## config.mk

```make
export PLATFORM = sky130hd
export DESIGN_NAME = snap_capture_ctrl
export DESIGN_NICKNAME = d
export VERILOG_FILES = /design/src/rtl/snap_capture_ctrl.sv
export SDC_FILE = /design/constraint.sdc
export NUM_CORES = 1
export LEC_CHECK = 0
export ABC_AREA = 1
export ABC_CLOCK_PERIOD_IN_PS = 3700
export CAP_MARGIN = 40
export CORE_UTILIZATION = 40
export CTS_BUF_LIST = sky130_fd_sc_hd__clkbuf_4 sky130_fd_sc_hd__clkbuf_8 sky130_fd_sc_hd__clkbuf_16
export CTS_CLUSTER_SIZE = 30
export DETAILED_ROUTE_END_ITERATION = 10
export PLACE_DENSITY = 0.82
export SLEW_MARGIN = 10
export SYNTH_ARGS = -nofsm -noshare
export SYNTH_HDL_FRONTEND = slang
export SYNTH_SLANG_ARGS = --single-unit
```

## constraint.sdc

```tcl
create_clock -name OPB_Clk -period 3.7 [get_ports OPB_Clk]
set_input_delay 0.74 -clock OPB_Clk [delete_from_list [all_inputs] [get_ports OPB_Clk]]
set_output_delay 0.74 -clock OPB_Clk [all_outputs]
set_load 0.01 [all_outputs]
```

## src/rtl/snap_capture_ctrl.sv

```systemverilog
// Snapshot capture sequencer: writes din into a 2^ADDR_W-deep BRAM
// under software control, in one-shot or circular mode.
module snap_capture_ctrl #(
  parameter int ADDR_W = 11,
  parameter int DATA_W = 64
) (
  input  logic              OPB_Clk,
  input  logic              OPB_Rst,
  input  logic [31:0]       ctrl,
  input  logic [DATA_W-1:0] din,
  input  logic              din_valid,
  input  logic              trig,
  output logic [ADDR_W-1:0] bram_addr,
  output logic [DATA_W-1:0] bram_data,
  output logic              bram_we,
  output logic [31:0]       status
);

  typedef enum logic [1:0] {
    IDLE,
    ARMED,
    CAPTURE,
    DONE
  } state_t;

  localparam logic [ADDR_W-1:0] A_ONE = ADDR_W'(1);
  localparam logic [ADDR_W:0]   C_ONE = (ADDR_W+1)'(1);

  state_t            state_q, state_d;
  logic              en_q;
  logic [ADDR_W:0]   cnt_q, cnt_d;
  logic              wrap_q, wrap_d;
  logic [31:0]       status_d;
  logic              en_rise, en_fall;
  logic              qual, start, wr, last, circ;
  logic              unused_ctrl;

  assign en_rise = ctrl[0] & ~en_q;
  assign en_fall = ~ctrl[0] & en_q;
  assign start   = ctrl[1] ? trig : 1'b1;
  assign qual    = ctrl[2] ? din_valid : 1'b1;
  assign circ    = ctrl[3];
  assign last    = &cnt_q[ADDR_W-1:0];
  assign unused_ctrl = ^ctrl[31:4];

  always_comb begin
    state_d = state_q;
    cnt_d   = cnt_q;
    wrap_d  = wrap_q;
    wr      = 1'b0;
    unique case (state_q)
      IDLE: begin
        if (en_rise) begin
          state_d = ARMED;
          cnt_d   = '0;
          wrap_d  = 1'b0;
        end
      end
      ARMED: begin
        if (en_fall) begin
          state_d = IDLE;
          cnt_d   = '0;
          wrap_d  = 1'b0;
        end else if (start) begin
          state_d = CAPTURE;
          wr      = qual;
        end
      end
      CAPTURE: begin
        wr = qual;
        if (en_fall) state_d = DONE;
      end
      DONE: begin
        if (en_rise) begin
          state_d = ARMED;
          cnt_d   = '0;
          wrap_d  = 1'b0;
        end
      end
    endcase
    // Circular keeps count as the next address; one-shot counts to 2^ADDR_W.
    if (wr) begin
      if (circ) begin
        cnt_d = {1'b0, cnt_q[ADDR_W-1:0] + A_ONE};
        if (last) wrap_d = 1'b1;
      end else begin
        cnt_d = cnt_q + C_ONE;
        if (last) state_d = DONE;
      end
    end
  end

  always_comb begin
    status_d             = '0;
    status_d[31]         = (state_d == DONE);
    status_d[30]         = (state_d == ARMED) || (state_d == CAPTURE);
    status_d[29]         = wrap_d;
    status_d[ADDR_W:0]   = cnt_d;
  end

  always_ff @(posedge OPB_Clk) begin
    if (OPB_Rst) begin
      state_q   <= IDLE;
      en_q      <= ctrl[0];
      cnt_q     <= '0;
      wrap_q    <= 1'b0;
      bram_addr <= '0;
      bram_data <= '0;
      bram_we   <= 1'b0;
      status    <= '0;
    end else begin
      state_q <= state_d;
      en_q    <= ctrl[0];
      cnt_q   <= cnt_d;
      wrap_q  <= wrap_d;
      bram_we <= wr;
      status  <= status_d;
      if (wr) begin
        bram_addr <= cnt_q[ADDR_W-1:0];
        bram_data <= din;
      end
    end
  end

endmodule

```

==> qor.yml <==
status: "completed"
clkSinkCount: 94
regToRegEndpoint: "bram_data[16]$_SDFFE_PP0N_"
power_density_nw_per_um2: 385.9
grt_pass1_wl_um: 16070
area_growth_pct: 45.14
cts_made_buffers: 9
synthFlopType: "dfxtp_1"
grt_start_max_net_pins: 45
setup_viol_count_final: 0
synth_top_area_cell: "dfxtp_1"
num_vias: 3807
cp.arrival_ns: 2.78
required_ns: 4.00
critical_path_class: "primary input to flop"
crit_fanout: 44
worst_pin_slew_ns: 0.5078
clock_skew_ns: 0.01395
rsz0062_at_grt: "false"
grt_overflow_total: 0
dpl.hpwl_um: 7545
root_buffer: "clkbuf_8"
clockBufferDepth: 2
ys.warnings.count: 0
max_slew_margin_pct: 66.15
drive_gt1_share_pct: 4.435
min_path_type: "flop to flop"
wl_per_cell_um: 12.31
clk_latency_ns: 0.35
rr_startpoint: "state_q[0]$_SDFF_PP0_"
async_reset_ff_share_pct: 0
die_h_um: 100.9
p_leak_nw: 2.526
finalHoldViolCount: 0
startpoint_type: "primary input"
syn_inst: 541
syn_avg_cell_area_um2: 7.239
worstPathBufferInverterCount: 4
cts_tree: "built"
postCtsSetupRepairBufs: 0
synth.area.top_cells: "dfxtp_1 48%, nand2_1 25%, nand3_1 4.5%"
n_fill_cell: 835
vdd_drop_max_mv: 0.2747
pwr-share-clk_pct: 28.4
crit_family: "buffers and inverters"
p_sw_share_pct: 29.87
worst_path_largest_cell_delay_ns: 0.49
num_antenna_cells: 0
io_buffers: 162
drtIter0Drc: 144
vias_per_cell: 4.598
core_area_um2: 9371
ant_nets: 0
crit_chain: "clkdlybuf4s50_1, inv_1, nand2_2, nand3_2, nand2_4, nand3_2, inv_2, buf_12, nand2_1, nand2_1"
io_pins: 208
htree_levels: 3
holdPathStages: 2
wirelength_um: 10190
cts_hold_buf: 0
rrSetupSlack_ns: 1.22
synth_area_um2: 3916
period_minus_slack_ns: 2.488
slowest_stage: "clkdlybuf4s50_1"
grt_usage_pct: 19.93
p_int_mw: 1.539
die-width_um: 100.9
start_util_pct: 41.79
most-common-layout-cells: "264 x nand2_1, 162 x clkdlybuf4s50_1, 94 x dfxtp_1"
p_comb_share_pct: 21.8
maxSlewViolCount: 0
synth-seq-cells: 94
seqPwrFrac_pct: 49.8
netlist-cell-type-count: 26
drc: 0
dr.pass1.iters: 4
setup.worst_path.end_class: "flop"
fmax_ghz: 0.4019
grt_pass1_vias: 3566
post-route-period-util_pct: 67.25
grt_antenna_before_repair: 0
ff2ff_path_depth: 9
die_area_um2: 10190
crit_path_end: "bram_data[16]$_SDFFE_PP0N_"
nets: 798
cap_violations: 0
synth_edf_count: 0
synth.yosys.seq_area_share_pct: 48.05
hold_ws_ns: 0.4461
clkSlewWorstSetupHoldPaths_ns: 0.09
crit_start: "ctrl[0]"
synth.top_cell.area_share_pct: 48.05
num_rows: 35
cp.depth: 10
switching_power_mw: 0.6552
routabilityCongestion: 0.9085
cts_resized: 0
final_common_cell: "nand2_1"
fin_tns_setup_ns: 0
## per-stage QoR
| stage | instance area, µm² | total power [mW] | worst slack, ns | instances | util, % |
|---|---|---|---|---|---|
| floorplan | 3976 | 1.397 | 1.911 | 557 | - |
| global placement | 5508 | 1.578 | 0.9504 | 812 | 58.77 |
| detailed placement | 5508 | 1.590 | 0.9007 | 812 | 58.77 |
| CTS | 5684 | 2.215 | 1.222 | 828 | 60.65 |
| global route | 5684 | 2.305 | 1.003 | 828 | 60.65 |
| finish | 5684 | 2.194 | 1.212 | 828 | 60.65 |
## area by class of cell
| class | instances | area [µm²] | area share, % |
|---|---|---|---|
| multi-input cells | 386 | 1655 | 29.12 |
| repair buffers | 167 | 1672 | 29.41 |
| clock buffers | 10 | 131.4 | 2.311 |
| inverters | 36 | 137.6 | 2.421 |
| clock inverters | 6 | 45.04 | 0.7924 |
| well taps | 129 | 161.4 | 2.840 |
| flip-flops and latches | 94 | 1882 | 33.11 |
## Yosys cell counts (all sizes together) (2+ instances only)
cell type and n:
nand2 267, dfxtp 94, buf 37, nand3 37, inv 36, nor2 19, a21oi 14, o21ai 12
nand4 8, clkbuf 4, ha 4, nor3 2, o31ai 2, xor2 2
## worst min-delay path by stage
stage	start	end
3_5_place_dp	bram_data[39]$_SDFFE_PP0N_	bram_data[39]$_SDFFE_PP0N_
5_1_grt	bram_addr[2]$_SDFFE_PP0N_	bram_addr[2]$_SDFFE_PP0N_
6_report	bram_data[39]$_SDFFE_PP0N_	bram_data[39]$_SDFFE_PP0N_
4_1_cts	bram_data[39]$_SDFFE_PP0N_	bram_data[39]$_SDFFE_PP0N_
3_3_place_gp	bram_data[57]$_SDFFE_PP0N_	bram_data[57]$_SDFFE_PP0N_
2_1_floorplan	status[29]$_SDFF_PP0_	status[29]$_SDFF_PP0_
## power by group through the flow
| stage | Combinational, mW | Sequential (mW) | Clock (mW) |
|---|---|---|---|
| after floorplan | 0.263 | 1.13 | 0 |
| after global placement | 0.466 | 1.11 | 0 |
| after detailed placement | 0.475 | 1.12 | 0 |
| after CTS | 0.479 | 1.09 | 0.644 |
| after global routing | 0.525 | 1.10 | 0.683 |
| final | 0.479 | 1.09 | 0.623 |
## per-layer routing
metal	GRT usage (%)	wire (µm)	part of all wire (%)
met5	0	0	0
met4	9.142	217	2.1
met3	4.993	873	8.6
met2	36.14	5049	50
met1	21.80	4051	40
## kinds of logic (layout without fill, tap and decap cells)
group           after synthesis  count (layout)  share of synthesized area (%)
fa+ha+maj                     4               4                          1.278
flops                        94              94                          48.05
compound gates               29              29                          4.185
xor+xnor                      2               2                         0.4474
buf+inv                      77             219                          11.21
simple gates                334             334                          34.73
other cells                   1              17                        0.09575
## tightest hold or removal path, cell delays in order, from the launching register on
cell and delay, ns:
dfxtp_1 0.31, nand2_1 0.06, nand2_1 0.04
## state kept, by name, summed over array words and instances, names as in the netlist
signal / count
bram_addr: 11
bram_we: 1
bram_data: 64
status: 15
state_q: 2
en_q: 1
Note: power is estimated with default switching activity, not from simulation.
